File: src/rtl/sa_output_deskew_if.sv
// sa_output_deskew_if: skewed column inputs from the array and the aligned-row valid/ready output.
interface sa_output_deskew_if #(
  parameter int SA_SIZE = 3,
  parameter int WEIGHT_ACTIVATION_SIZE = 8
);
  logic [SA_SIZE-1:0] col_valid;
  logic [SA_SIZE-1:0][WEIGHT_ACTIVATION_SIZE-1:0] col_data;
  logic out_valid;
  logic out_ready;
  logic [SA_SIZE-1:0][WEIGHT_ACTIVATION_SIZE-1:0] out_row;
  modport master (output col_valid, col_data, out_ready, input out_valid, out_row);
  modport slave (input col_valid, col_data, out_ready, output out_valid, out_row);
endinterface

File: src/rtl/sa_output_deskew.sv
// sa_output_deskew: aligns skewed array columns into rows and buffers them in a FIFO.
// Optional SA_DESKEW_SKEW_CHECK_EN: require all aligned valids per row and flag skew_err otherwise.
module sa_output_deskew #(
  parameter int SA_SIZE = 3,
  parameter int WEIGHT_ACTIVATION_SIZE = 8,
  parameter int FIFO_DEPTH = 4
) (
  input  logic clk,
  input  logic rst,
  sa_output_deskew_if.slave io,
  output logic overflow,
  output logic skew_err,
  output logic [15:0] row_count
);
  localparam int W = WEIGHT_ACTIVATION_SIZE;
  localparam int AW = $clog2(FIFO_DEPTH);
  localparam logic [AW:0] PTR_ONE = 1;
  typedef logic [SA_SIZE-1:0][W-1:0] row_t;
  logic [SA_SIZE-1:0] al_v;
  row_t al_d;
  genvar j;
  generate
    for (j = 0; j < SA_SIZE; j++) begin : g_col
      localparam int D = SA_SIZE - 1 - j;
      if (D == 0) begin : g_pass
        assign al_v[j] = io.col_valid[j];
        assign al_d[j] = io.col_data[j];
      end else begin : g_dly
        logic [D-1:0] v_q;
        logic [D-1:0][W-1:0] d_q;
        always_ff @(posedge clk or posedge rst) begin
          if (rst) begin
            v_q <= '0;
            d_q <= '0;
          end else begin
            v_q[0] <= io.col_valid[j];
            d_q[0] <= io.col_data[j];
            for (int k = 1; k < D; k++) begin
              v_q[k] <= v_q[k-1];
              d_q[k] <= d_q[k-1];
            end
          end
        end
        assign al_v[j] = v_q[D-1];
        assign al_d[j] = d_q[D-1];
      end
    end
  endgenerate
  logic row_ok, skew_now;
`ifdef SA_DESKEW_SKEW_CHECK_EN
  assign row_ok = &al_v;
  assign skew_now = |al_v && !row_ok;
`else
  assign row_ok = al_v[SA_SIZE-1];
  assign skew_now = 1'b0;
`endif
  logic [AW:0] wp_q, rp_q;
  row_t mem_q [FIFO_DEPTH];
  row_t last_q;
  logic ovf_q, skew_q;
  logic [15:0] cnt_q;
  logic empty, full, pop, push, drop;
  assign empty = wp_q == rp_q;
  assign full = (wp_q[AW] != rp_q[AW]) && (wp_q[AW-1:0] == rp_q[AW-1:0]);
  assign pop = !empty && io.out_ready;
  assign push = row_ok && (!full || pop);
  assign drop = row_ok && full && !pop;
  // Empty FIFO shows the last popped row rather than a stale slot.
  assign io.out_valid = !empty;
  assign io.out_row = empty ? last_q : mem_q[rp_q[AW-1:0]];
  assign overflow = ovf_q;
  assign skew_err = skew_q;
  assign row_count = cnt_q;
  always_ff @(posedge clk) if (push) mem_q[wp_q[AW-1:0]] <= al_d;
  always_ff @(posedge clk or posedge rst) begin
    if (rst) begin
      wp_q <= '0;
      rp_q <= '0;
      last_q <= '0;
      ovf_q <= 1'b0;
      skew_q <= 1'b0;
      cnt_q <= '0;
    end else begin
      if (push) wp_q <= wp_q + PTR_ONE;
      if (push) cnt_q <= cnt_q + 16'd1;
      if (pop) rp_q <= rp_q + PTR_ONE;
      if (pop) last_q <= mem_q[rp_q[AW-1:0]];
      if (drop) ovf_q <= 1'b1;
      if (skew_now) skew_q <= 1'b1;
    end
  end
`ifdef SA_DESKEW_SKEW_CHECK_EN
`ifdef FORMAL
  a_occ: assert property (@(posedge clk) disable iff (rst) (wp_q - rp_q) <= FIFO_DEPTH);
  a_stall: assert property (@(posedge clk) disable iff (rst) io.out_valid && !io.out_ready |=> $stable(io.out_row));
`endif
`endif
endmodule

File: src/flat_wrapper.sv
// flat-port wrapper written by rule: the top's interface ports become plain ports
module sa_output_deskew_flat 
#(
  parameter int SA_SIZE = 3,
  parameter int WEIGHT_ACTIVATION_SIZE = 8,
  parameter int FIFO_DEPTH = 4
)
  (clk, rst, overflow, skew_err, row_count, io_col_valid, io_col_data, io_out_ready, io_out_valid, io_out_row);
  sa_output_deskew_if #(.SA_SIZE(SA_SIZE), .WEIGHT_ACTIVATION_SIZE(WEIGHT_ACTIVATION_SIZE)) io_i ();
  input  logic clk;
  input  logic rst;
  output logic overflow;
  output logic skew_err;
  output logic [15:0] row_count;
  input wire logic [$bits(io_i.col_valid)-1:0] io_col_valid;
  input wire logic [$bits(io_i.col_data)-1:0] io_col_data;
  input wire logic [$bits(io_i.out_ready)-1:0] io_out_ready;
  output wire logic [$bits(io_i.out_valid)-1:0] io_out_valid;
  output wire logic [$bits(io_i.out_row)-1:0] io_out_row;
  assign io_i.col_valid = io_col_valid;
  assign io_i.col_data = io_col_data;
  assign io_i.out_ready = io_out_ready;
  assign io_out_valid = io_i.out_valid;
  assign io_out_row = io_i.out_row;
  sa_output_deskew #(.SA_SIZE(SA_SIZE), .WEIGHT_ACTIVATION_SIZE(WEIGHT_ACTIVATION_SIZE), .FIFO_DEPTH(FIFO_DEPTH)) u_core (.clk(clk), .rst(rst), .io(io_i), .overflow(overflow), .skew_err(skew_err), .row_count(row_count));
endmodule
File: config.mk
export PLATFORM = sky130hd
export DESIGN_NAME = sa_output_deskew_flat
export DESIGN_NICKNAME = d
export VERILOG_FILES = /design/src/rtl/sa_output_deskew_if.sv /design/src/rtl/sa_output_deskew.sv /design/src/flat_wrapper.sv
export SDC_FILE = /design/constraint.sdc
export NUM_CORES = 1
export LEC_CHECK = 0
export BUFFER_PORTS_ARGS = -buffer_cell sky130_fd_sc_hd__clkbuf_2
export CAP_MARGIN = 40
export CORE_MARGIN = 10
export CORE_UTILIZATION = 62
export DETAILED_ROUTE_END_ITERATION = 10
export PLACE_DENSITY = 0.82
export SYNTH_ARGS = -nofsm -noshare
export SYNTH_HDL_FRONTEND = slang
export SYNTH_SLANG_ARGS = --single-unit
File: constraint.sdc
create_clock -name clk -period 4.67 [get_ports clk]
set_input_delay 0 -clock clk [delete_from_list [all_inputs] [get_ports clk]]
set_output_delay 0 -clock clk [all_outputs]
set_load 0.005 [all_outputs]
==> load_flow_metrics.sql, run 1 <==
INSERT INTO impl_metrics (metric_group, metric, value, unit) VALUES
('die', 'placeableCoreArea', '10200', 'sq um'),
('detailed_routing', 'total_drc_errors_in_the_routed_layout', '0', ''),
('synthesis', 'synthMostInstantiatedCell', 'sky130_fd_sc_hd__edfxtp_1', ''),
('placed_design', 'place_inst', '529', ''),
('clocking', 'clock_tree.buffer_depth', '2', ''),
('critical_path', 'r2r_start', 'u_core.rp_q[2]', ''),
('timing', 'grt_setup_unrepaired', 'false', ''),
('timing', 'final.setup.tns', '0', 'ps'),
('detailed_routing', 'num_vias', '3251', ''),
('power_and_ir_drop', 'worst_vdd_drop', '0.334', 'mV'),
('clocking', 'clk_pin_slew_worst_paths', '70', 'ps'),
('grt', 'globalRoute.busiestLayer', 'met2', ''),
('critical_path', 'crit_path_max_fanout', '15', ''),
('layout', 'post_synthesis_to_final_layout_area_growth', '20.7', '%'),
('die', 'std_cell_rows', '37', ''),
('die', 'initial_utilization', '63.1', '%'),
('layout', 'finalNonFillerCells', '589', ''),
('grt', 'global_route.usage.met1', '19.8', '%'),
('grt', 'globalRouteMet2Util', '27.3', '%'),
('critical_path', 'setup.worst_path.end', 'io_out_row[6]', ''),
('grt', 'first_global_vias', '3509', ''),
('layout', 'finish.net_count', '475', ''),
('placed_design', 'globalplace.congestion', '0.794', ''),
('die', 'chipWidth', '122', 'um'),
('synthesis', 'ys_dominant_reg_cell', 'sky130_fd_sc_hd__edfxtp_1', ''),
('synthesis', 'post_synth_inst_count', '330', ''),
('die', 'io_pins', '73', ''),
('power_and_ir_drop', 'fin_total_pwr', '5150', 'uW'),
('timing', 'layout_worst_path_cycle_share', '60.2', '%'),
('clocking', 'cts_tree', 'yes', ''),
('min_path', 'holdCritPathClass', 'input pin to async pin', ''),
('placed_design', 'port-buffer-count', '69', ''),
('synthesis', 'synth-warning-count', '0', ''),
('synthesis', 'synth_seq_cells', '167', ''),
('critical_path', 'worstSetupStartpoint', 'u_core.wp_q[0]', ''),
('clocking', 'cts_sinks', '167', ''),
('detailed_routing', 'finalWirelength', '11600', 'um'),
('synthesis', 'postSynth.asyncResetShare', '42.5', '%'),
('placed_design', 'hpwlAfterDp', '6890', 'um'),
('synthesis', 'synth_top_area_share', '44.7', '%'),
('grt', 'wire_length_of_the_first_global_routing_pass', '18500', 'um'),
('critical_path', 'rrSetupSlack', '2160', 'ps'),
('timing', 'slew_violations', '0', ''),
('grt', 'globalRouteTotalUtil', '16.6', '%'),
('critical_path', 'worst_r2r_endpoint', 'u_core.last_q[15]', ''),
('clocking', 'root_buffer', 'sky130_fd_sc_hd__clkbuf_8', ''),
('synthesis', 'synthesis.nets', '366', ''),
('layout', 'layout-drive-gt1-share', '37.4', '%'),
('synthesis', 'synth_commonest_cells', 'sky130_fd_sc_hd__edfxtp_1, sky130_fd_sc_hd__dfrtp_1, sky130_fd_sc_hd__mux2_2', ''),
('detailed_routing', 'count_of_routing_violations_after_the_opening_detailed_route_iteration', '190', ''),
('synthesis', 'synth_top_cells_by_area', 'sky130_fd_sc_hd__edfxtp_1, sky130_fd_sc_hd__dfrtp_1, sky130_fd_sc_hd__mux4_2', ''),
('timing', 'fin_skew', '7.53', 'ps'),
('critical_path', 'timing.critical_path.from_type', 'flop', ''),
('timing', 'count_of_final_hold_check_violations', '0', ''),
('grt', 'globalRouteMet3Util', '5.87', '%'),
('run', 'cap_viol_max_count', '0', ''),
('run_status', 'run_status', 'complete, no violations', ''),
('timing', 'final_period_minus_worst_setup_slack', '2810', 'ps'),
('die', 'dieHeight', '122', 'um'),
('timing', 'final-setup-viol-count', '0', ''),
('layout', 'num-fill-cells', '568', ''),
('synthesis', 'count_of_flip_flops_with_a_built_in_enable_after_synthesis', '96', ''),
('power_and_ir_drop', 'power_leakage', '0.00306', 'uW'),
('timing', 'timing.fmax', '356', 'MHz'),
('synthesis', 'synthesis.area', '6450', 'sq um'),
('synthesis', 'synthesis.area_per_instance', '19.5', 'sq um'),
('clocking', 'clock_insertion_delay_worst_skew', '530', 'ps'),
('clocking', 'clock_tree.htree_level_count', '4', ''),
('power_and_ir_drop', 'power-per-cell-area', '661', 'nW/um^2'),
('timing', 'tightestPinTransition', '766', 'ps'),
('clocking', 'cts_made_buffers', '17', '');
[area by class of cell]
cell class	instances	area, sq um	share of cell area [%]
Inverter	4	16.3	0.209
Timing Repair Buffer	104	696	8.94
Antenna cell	1	2.50	0.0321
Sequential cell	167	4660	59.9
Clock buffer	20	445	5.72
Tap cell	136	170	2.19
Clock inverter	12	126	1.62
Multi-Input combinational cell	145	1670	21.4
[cells by family (layout without fill, tap and decap cells)]
family,after synthesis,count (layout),share of synthesized area [%]
AOI/OAI and AO/OA,2,2,0.369
xor gates and xnor gates,22,22,3.34
adders and majority gates,6,6,1.16
buffers and inverters,18,140,1.92
DFF,167,167,72.2
muxes,75,75,17.3
other,1,2,0.0581
and+or+nand+nor,39,39,3.65
[sequential cells by signal, summed over array words and instances, names as in the netlist]
signal	cells
u_core.last_q	24
u_core.g_col.g_dly.d_q	16
u_core.mem_q	96
u_core.rp_q	3
u_core.overflow	1
u_core.al_d	8
u_core.wp_q	3
u_core.row_count	16
[cell usage in the layout (no fill, tap or decap), drive strengths merged, types with 4 or more instances in the layout]
cell / count
nand2: 6
mux2: 51
dlygate4sd3: 27
clkbuf: 89
edfxtp: 96
inv: 5
dfrtp: 71
ha: 6
xnor2: 10
nor2: 5
nand3: 9
clkinv: 5
and3: 5
xor2: 12
clkinvlp: 4
nor4: 5
mux4: 24
buf: 8
[worst min-delay path by stage]
stage / start / end / cells past startpoint / slack [ps]
after floorplan: io_col_data[0] / u_core.g_col[0].g_dly.d_q[0] / 0 / 30
after global placement: io_col_data[15] / u_core.g_col[1].g_dly.d_q[7] / 1 / 110
after detailed placement: rst / u_core.g_col[0].g_dly.d_q[1] / 3 / 20
after CTS: rst / u_core.g_col[0].g_dly.d_q[3] / 4 / 3
after global routing: rst / u_core.last_q[1] / 4 / 40
final: rst / u_core.g_col[0].g_dly.d_q[3] / 4 / 9
[critical path, cell delays in order, from the launching register on]
cell,delay [ps]
sky130_fd_sc_hd__dfrtp_1,460
sky130_fd_sc_hd__xor2_2,280
sky130_fd_sc_hd__or3b_1,590
sky130_fd_sc_hd__buf_4,410
sky130_fd_sc_hd__mux2_2,400
sky130_fd_sc_hd__clkbuf_2,120
[per-stage QoR]
| step | hold WS, ps | cell area (sq um) | setup slack (ps) |
|---|---|---|---|
| final | 8.68 | 7780 | 1860 |
| after detailed placement | 18.5 | 6940 | 2190 |
| after global routing | 39.9 | 7780 | 1720 |
| after floorplan | 31.4 | 6450 | 2550 |
| after CTS | 2.79 | 7780 | 1830 |
| after global placement | 108 | 6910 | 2250 |
[layer usage]
layer | part of all wire [%] | vias to the layer above
met4 | 1.0 | 0
met5 | 0 | -
met2 | 53 | 76
met1 | 41 | 1680
li1 | - | 1483
met3 | 5.4 | 12
[power by group]
part	total, uW	internal (uW)	switching (uW)
clock	1330	787	546
combinational	1690	862	826
sequential	2130	1950	180
[repair_timing]
item / CTS / global route
hold buffers: 27 / 0
endpoints found under the hold margin: 126 / 0
setup buffers: 0 / 0
Note: power is estimated with default switching activity, not from simulation.
==> run 2: changes to the inputs <==
Settings changed: ABC_AREA set to 1, CORE_UTILIZATION 62 to 58, PLACE_DENSITY 0.82 to 0.77.
Clock period 4.67 ns to 2.9 ns, I/O delays scaled along.
==> load_flow_metrics.sql, run 2 <==
INSERT INTO impl_metrics (metric_group, metric, value, unit) VALUES
('layout', 'multi_input_comb_area', '1880', 'sq um'),
('die', 'chipWidth', '129', 'um'),
('synthesis', 'postSynth.asyncResetShare', '42.5', '%'),
('placed_design', 'hpwlAfterDp', '9100', 'um'),
('critical_path', 'rrSetupSlack', '570', 'ps'),
('die', 'placeableCoreArea', '11500', 'sq um'),
('synthesis', 'post_synth_inst_count', '630', ''),
('clocking', 'cts_tree', 'yes', ''),
('timing', 'max_slew_margin', '52.1', '%'),
('power_and_ir_drop', 'seqPwrFrac', '39.1', '%'),
('clocking', 'clock_tree.buffer_depth', '2', ''),
('synthesis', 'synthesis.area', '6900', 'sq um'),
('placed_design', 'port-buffer-count', '69', ''),
('detailed_routing', 'total_drc_errors_in_the_routed_layout', '0', ''),
('clocking', 'root_buffer', 'sky130_fd_sc_hd__clkbuf_16', ''),
('layout', 'final_util', '71.3', '%'),
('layout', 'sequential_cell_area', '4660', 'sq um'),
('power_and_ir_drop', 'power-per-cell-area', '1050', 'nW/um^2'),
('die', 'initial_utilization', '59.9', '%'),
('layout', 'num-fill-cells', '823', ''),
('synthesis', 'count_of_flip_flops_with_a_built_in_enable_after_synthesis', '96', ''),
('synthesis', 'synth_top_cell_by_area', 'sky130_fd_sc_hd__edfxtp_1', ''),
('grt', 'grt_overflow_total', '0', ''),
('power_and_ir_drop', 'power_leakage', '0.00355', 'uW'),
('die', 'dieHeight', '129', 'um'),
('timing', 'grt_setup_unrepaired', 'false', ''),
('detailed_routing', 'number_of_search_and_repair_iterations_in_the_first_detailed_routing_pass', '5', ''),
('synthesis', 'synthesis.area_per_instance', '11.0', 'sq um'),
('critical_path', 'setup.worst_path.end', 'u_core.mem_q[1][19]', ''),
('detailed_routing', 'count_of_routing_violations_after_the_opening_detailed_route_iteration', '351', ''),
('detailed_routing', 'detail-route-antenna-nets', '0', ''),
('critical_path', 'slowest_stage', 'sky130_fd_sc_hd__dfrtp_2', ''),
('power_and_ir_drop', 'power_frac_comb', '36.0', '%'),
('die', 'std_cell_rows', '39', ''),
('synthesis', 'synth_top_cells_by_area', 'sky130_fd_sc_hd__edfxtp_1, sky130_fd_sc_hd__dfrtp_1, sky130_fd_sc_hd__nand2_1', ''),
('power_and_ir_drop', 'worst_vdd_drop', '0.514', 'mV'),
('clocking', 'cts_sinks', '167', ''),
('critical_path', 'critical_path_cell_by_cell', 'inv_2 > nand2_1 > nand2_2 > nor2_8 > nand2_2 > nand2_4 > nor2_2 > buf_4', ''),
('clocking', 'cts_made_buffers', '17', ''),
('critical_path', 'worstSetupStartpoint', 'u_core.rp_q[0]', ''),
('critical_path', 'crit_path_max_fanout', '25', ''),
('clocking', 'clk_pin_slew_worst_paths', '60', 'ps'),
('critical_path', 'worst_r2r_endpoint', 'u_core.mem_q[1][19]', ''),
('timing', 'slew_violations', '0', ''),
('die', 'floorplan.die_area', '16700', 'sq um'),
('power_and_ir_drop', 'netSwitchingPower', '3230', 'uW'),
('grt', 'grt_start_max_net_pins', '78', ''),
('synthesis', 'synth_top_area_share', '41.8', '%'),
('critical_path', 'timing.critical_path.from_type', 'flop', ''),
('run_status', 'run_status', 'complete, no violations', ''),
('critical_path', 'critical_path_required', '2990', 'ps'),
('layout', 'layout-drive-gt1-share', '19.3', '%'),
('detailed_routing', 'drt-wirelength-per-cell', '16.2', 'um'),
('placed_design', 'detailedPlace.worstSlack', '585', 'ps'),
('die', 'io_pins', '73', ''),
('layout', 'most-common-layout-cells', 'sky130_fd_sc_hd__nand2_1, sky130_fd_sc_hd__edfxtp_1, sky130_fd_sc_hd__dfrtp_1', ''),
('layout', 'post_synthesis_to_final_layout_area_growth', '19.0', '%'),
('critical_path', 'r2r_start', 'u_core.rp_q[0]', ''),
('grt', 'first_global_vias', '4692', ''),
('timing', 'postLayoutSetupSlackWorst', '575', 'ps'),
('grt', 'globalRouteTotalUtil', '17.9', '%'),
('clocking', 'postCtsHoldBufs', '26', ''),
('critical_path', 'crit_path_frequent_cell', 'sky130_fd_sc_hd__nand2_2', ''),
('critical_path', 'endpoint_kind', 'flop', ''),
('synthesis', 'synthMostInstantiatedCell', 'sky130_fd_sc_hd__nand2_1', ''),
('layout', 'finish.net_count', '764', ''),
('grt', 'grt_antenna_before_repair', '0', ''),
('power_and_ir_drop', 'p_int', '5410', 'uW'),
('synthesis', 'synth-warning-count', '0', ''),
('grt', 'wire_length_of_the_first_global_routing_pass', '23300', 'um'),
('timing', 'final_period_minus_worst_setup_slack', '2330', 'ps'),
('placed_design', 'placedInstanceArea', '7380', 'sq um'),
('timing', 'count_of_final_hold_check_violations', '0', ''),
('layout', 'antenna_diode_count', '0', ''),
('timing', 'final.setup.tns', '0', 'ps'),
('timing', 'tightestPinTransition', '717', 'ps'),
('synthesis', 'yosysUniqueCellTypes', '30', ''),
('timing', 'fin_skew', '10.7', 'ps'),
('timing', 'timing.fmax', '430', 'MHz'),
('synthesis', 'synth_commonest_cells', 'sky130_fd_sc_hd__nand2_1, sky130_fd_sc_hd__edfxtp_1, sky130_fd_sc_hd__dfrtp_1', ''),
('layout', 'stdcell_area', '8210', 'sq um'),
('detailed_routing', 'detail_route.vias_per_cell', '5.35', ''),
('critical_path', 'crit_arrival', '2410', 'ps'),
('layout', 'largest_register_ff_count', '96', ''),
('timing', 'final-setup-viol-count', '0', ''),
('clocking', 'post_cts.resized_instances', '0', ''),
('layout', 'layout_commonest_cell', 'sky130_fd_sc_hd__nand2_1', ''),
('critical_path', 'setup.worst_path.class', 'flop to flop', ''),
('clocking', 'clock_tree.htree_level_count', '4', ''),
('synthesis', 'ys_dominant_reg_cell', 'sky130_fd_sc_hd__edfxtp_1', ''),
('power_and_ir_drop', 'switch_share', '37.4', '%'),
('clocking', 'clock_insertion_delay_worst_skew', '430', 'ps'),
('detailed_routing', 'num_vias', '4729', ''),
('run', 'cap_viol_max_count', '0', ''),
('critical_path', 'reg2regPathDepth', '8', ''),
('synthesis', 'synthesis.nets', '666', ''),
('critical_path', 'critical_path.max_stage_delay', '420', 'ps'),
('detailed_routing', 'finalWirelength', '14300', 'um'),
('power_and_ir_drop', 'clockPowerShare', '24.8', '%'),
('min_path', 'holdCritPathClass', 'input pin to flop', ''),
('synthesis', 'synth.yosys.seq_area_share', '67.5', '%'),
('synthesis', 'synth_seq_cells', '167', ''),
('placed_design', 'globalplace.congestion', '0.826', ''),
('clocking', 'post-cts-setup-buffer-count', '0', ''),
('timing', 'layout_worst_path_cycle_share', '80.2', '%');
## run 2: changes by cell type in the layout (fill, tap and decap cells not counted), moves of 8 or more
cell,previous run,this run
sky130_fd_sc_hd__nand2_1,5,184
sky130_fd_sc_hd__nor2_1,5,49
sky130_fd_sc_hd__inv_1,3,45
sky130_fd_sc_hd__o21ai_0,0,35
sky130_fd_sc_hd__mux2_2,29,0
sky130_fd_sc_hd__o211ai_1,0,28
sky130_fd_sc_hd__mux4_2,24,0
sky130_fd_sc_hd__mux2_1,22,0
sky130_fd_sc_hd__o22ai_1,0,10
sky130_fd_sc_hd__a21oi_2,0,9
sky130_fd_sc_hd__nand3_1,9,17
## run 2: cells by family (layout without fill, tap and decap cells)
family,Yosys count,after routing,synth area share (%)
fa+ha+maj,6,6,1.09
xor+xnor,12,12,1.52
flops,167,167,67.5
compound gates,94,94,8.54
other cells,1,1,0.0544
simple gates,269,269,15.9
buf+inv,81,192,5.35
## run 2: routing by layer
layer  part of all wire, %  track usage, %  vias to the layer above
li1                      -               -                     2288
met1                    45            23.4                     2281
met2                    48            28.5                      141
met3                   6.1            4.77                       19
met4                   1.5            6.15                        0
met5                     0               0                        -
## run 2: cell type report
type / instances / share of cell area, %
clock buffers: 17 / 5.18
clock inverters: 15 / 1.75
inverters: 51 / 2.36
multi-input cells: 382 / 22.9
flip-flops and latches: 167 / 56.8
well taps: 143 / 2.18
repair buffers: 109 / 8.81
## run 2: power by group through the flow
stage	Clock [uW]	Combinational (uW)	Sequential, uW
floorplan	0	2110	3340
global placement	0	2990	3380
detailed placement	0	3100	3420
CTS	2160	3160	3380
global route	2280	3510	3430
finish	2150	3110	3380
## run 2: how the worst min path moves through the flow
stage,start,end,slack (ps),cells past startpoint
floorplan,io_col_data[0],u_core.g_col[0].g_dly.d_q[0],30,0
global placement,io_col_data[9],u_core.g_col[1].g_dly.d_q[1],110,1
detailed placement,io_col_data[9],u_core.g_col[1].g_dly.d_q[1],110,1
CTS,io_out_ready,u_core.overflow,70,4
global route,io_out_ready,u_core.overflow,110,4
finish,io_out_ready,u_core.overflow,80,4
## run 2: critical path, delay by kind of cell (launching register included)
family | cells | cell delay (ps)
simple gates | 6 | 890
buf+inv | 2 | 640
flops | 1 | 420
## run 2: per-stage QoR
stage	instances	power (uW)	hold slack, ps
CTS	884	8700	68.9
floorplan	630	5460	31.4
detailed placement	826	6510	110
global route	884	9230	106
finish	884	8640	80.7
global placement	826	6370	108
==> run 3: changes to the inputs <==
Settings changed: CORE_UTILIZATION 58 to 53, PLACE_DENSITY 0.77 to 0.74.
Clock period 2.9 ns to 2 ns, I/O delays scaled along.
==> load_flow_metrics.sql, run 3 (same netlist as run 2, synthesis figures left out) <==
INSERT INTO impl_metrics (metric_group, metric, value, unit) VALUES
('run_status', 'run_status', 'complete, no violations', ''),
('critical_path', 'timing.critical_path.from_type', 'flop', ''),
('detailed_routing', 'detail-route-antenna-nets', '0', ''),
('clocking', 'cts_made_buffers', '17', ''),
('detailed_routing', 'drt-wirelength-per-cell', '15.6', 'um'),
('critical_path', 'critical_path_required', '2000', 'ps'),
('clocking', 'post-cts-setup-buffer-count', '0', ''),
('critical_path', 'worst_r2r_endpoint', 'u_core.last_q[6]', ''),
('detailed_routing', 'finalWirelength', '14400', 'um'),
('timing', 'final_period_minus_worst_setup_slack', '1900', 'ps'),
('grt', 'wire_length_of_the_first_global_routing_pass', '23200', 'um'),
('die', 'floorplan.die_area', '18000', 'sq um'),
('power_and_ir_drop', 'power-per-cell-area', '1540', 'nW/um^2'),
('grt', 'first_global_vias', '4727', ''),
('clocking', 'clk_pin_slew_worst_paths', '60', 'ps'),
('clocking', 'cts_sinks', '167', ''),
('layout', 'layout_commonest_cell', 'sky130_fd_sc_hd__nand2_1', ''),
('critical_path', 'setup.worst_path.end', 'io_out_row[12]', ''),
('clocking', 'clock_tree.htree_level_count', '4', ''),
('critical_path', 'timing.critical_path.buf_inv', '2', ''),
('critical_path', 'largest_delay_share_family_worst_path', 'flip-flops', ''),
('grt', 'globalRouteTotalUtil', '16.3', '%'),
('layout', 'multi_input_comb_area', '1900', 'sq um'),
('die', 'chipWidth', '134', 'um'),
('clocking', 'clock_insertion_delay_worst_skew', '420', 'ps'),
('die', 'dieHeight', '134', 'um'),
('layout', 'layout-drive-gt1-share', '20.6', '%'),
('critical_path', 'critical_path.max_stage_delay', '470', 'ps'),
('placed_design', 'port-buffer-count', '69', ''),
('critical_path', 'crit_path_max_fanout', '16', ''),
('die', 'initial_utilization', '54.4', '%'),
('critical_path', 'critical_path_cell_by_cell', 'nand2_1 > nand2_4 > nor2_8 > nand2_8 > clkbuf_16 > a21oi_1 > clkbuf_2', ''),
('layout', 'antenna_diode_count', '0', ''),
('timing', 'tightestPinTransition', '611', 'ps'),
('critical_path', 'crit_arrival', '1900', 'ps'),
('timing', 'timing.fmax', '525', 'MHz'),
('die', 'std_cell_rows', '41', ''),
('timing', 'max_slew_margin', '59.2', '%'),
('timing', 'final.setup.tns', '0', 'ps'),
('min_path', 'timing.hold.worst.start', 'io_out_ready', ''),
('placed_design', 'globalplace.congestion', '0.780', ''),
('power_and_ir_drop', 'worst_vdd_drop', '0.758', 'mV'),
('timing', 'grt_setup_unrepaired', 'false', ''),
('detailed_routing', 'count_of_routing_violations_after_the_opening_detailed_route_iteration', '349', ''),
('timing', 'count_of_final_hold_check_violations', '0', ''),
('clocking', 'root_buffer', 'sky130_fd_sc_hd__clkbuf_16', ''),
('timing', 'layout_worst_path_cycle_share', '95.2', '%'),
('critical_path', 'reg2regPathDepth', '8', ''),
('timing', 'slew_violations', '0', ''),
('critical_path', 'setup.worst_path.class', 'flop to output pin', ''),
('die', 'io_pins', '73', ''),
('clocking', 'cts_tree', 'yes', ''),
('critical_path', 'rrSetupSlack', '220', 'ps'),
('grt', 'grt_overflow_total', '0', ''),
('layout', 'post_synthesis_to_final_layout_area_growth', '21.6', '%'),
('clocking', 'clock_tree.buffer_depth', '2', ''),
('detailed_routing', 'detail_route.vias_per_cell', '5.13', ''),
('detailed_routing', 'number_of_search_and_repair_iterations_in_the_first_detailed_routing_pass', '5', ''),
('critical_path', 'r2r_start', 'u_core.rp_q[1]', ''),
('critical_path', 'endpoint_kind', 'output pin', ''),
('die', 'placeableCoreArea', '12700', 'sq um'),
('critical_path', 'worstSetupStartpoint', 'u_core.rp_q[1]', ''),
('critical_path', 'depth_of_the_critical_timing_path_with_buffers_and_inverters_included', '7', ''),
('layout', 'finish.net_count', '772', ''),
('layout', 'largest_register_ff_count', '96', ''),
('critical_path', 'slowest_stage', 'sky130_fd_sc_hd__dfrtp_2', ''),
('detailed_routing', 'num_vias', '4722', ''),
('timing', 'fin_skew', '9.01', 'ps'),
('min_path', 'holdCritPathClass', 'input pin to flop', ''),
('detailed_routing', 'total_drc_errors_in_the_routed_layout', '0', ''),
('layout', 'final_util', '66.2', '%'),
('layout', 'num-fill-cells', '951', ''),
('power_and_ir_drop', 'power_leakage', '0.00362', 'uW'),
('layout', 'sequential_cell_area', '4660', 'sq um'),
('grt', 'grt_start_max_net_pins', '46', ''),
('timing', 'final-setup-viol-count', '0', ''),
('grt', 'grt_antenna_before_repair', '0', ''),
('placed_design', 'hpwlAfterDp', '9380', 'um'),
('run', 'cap_viol_max_count', '0', ''),
('layout', 'most-common-layout-cells', 'sky130_fd_sc_hd__nand2_1, sky130_fd_sc_hd__edfxtp_1, sky130_fd_sc_hd__clkbuf_2', '');
## run 3: worst min-delay path by stage
stage,slack [ps],end,depth (start not counted)
3_3_place_gp,110,u_core.g_col[0].g_dly.d_q[4],2
4_1_cts,140,u_core.overflow,5
5_1_grt,160,u_core.overflow,5
2_1_floorplan,30,u_core.g_col[0].g_dly.d_q[0],0
3_5_place_dp,100,u_core.row_count[3],2
6_report,150,u_core.overflow,5
## run 3: timing repair
item,in CTS,in global routing
gates cloned,0,1
endpoints found under the setup margin,21,21
hold buffers,26,0
gates resized for setup,7,7
hold endpoints to repair,78,0
## run 3: cell type report
| type | count | area share (%) |
|---|---|---|
| clock buffer | 18 | 5.11 |
| inverter | 51 | 2.31 |
| clock inverter | 14 | 1.89 |
| timing repair buffer | 117 | 9.92 |
| tap | 172 | 2.56 |
| multi-input combinational | 382 | 22.6 |
| sequential | 167 | 55.6 |
## run 3: through the flow
stage / area (sq um) / worst slack, ps / power, uW / std cells / hold WS, ps
2_1_floorplan: 6910 / -186 / 7920 / 630 / 31.4
3_3_place_gp: 7470 / 225 / 9340 / 862 / 107
3_5_place_dp: 7470 / 188 / 9550 / 862 / 105
4_1_cts: 8340 / 20.6 / 12900 / 920 / 136
5_1_grt: 8390 / 10.6 / 13800 / 921 / 163
6_report: 8390 / 96.4 / 12900 / 921 / 149
## run 3: where the power goes
part           leakage (uW)  switching (uW)  internal (uW)
registers           0.00175             433           4490
clock network      0.000283            1240           1950
logic               0.00159            2970           1860
total               0.00362            4640           8300
## run 3: tightest hold or removal path: stages
cell	delay, ps
sky130_fd_sc_hd__clkbuf_2	120
sky130_fd_sc_hd__nor2_1	70
sky130_fd_sc_hd__nand2_2	110
sky130_fd_sc_hd__buf_4	160
sky130_fd_sc_hd__o21bai_1	60
## run 3: routing by layer
layer | vias to the layer above | global-route usage (%) | part of all wire, %
met1 | 2244 | 20.2 | 44
met4 | 0 | 6.35 | 1.6
li1 | 2309 | - | -
met5 | - | 0 | 0
met3 | 17 | 4.52 | 6.3
met2 | 152 | 26.6 | 48
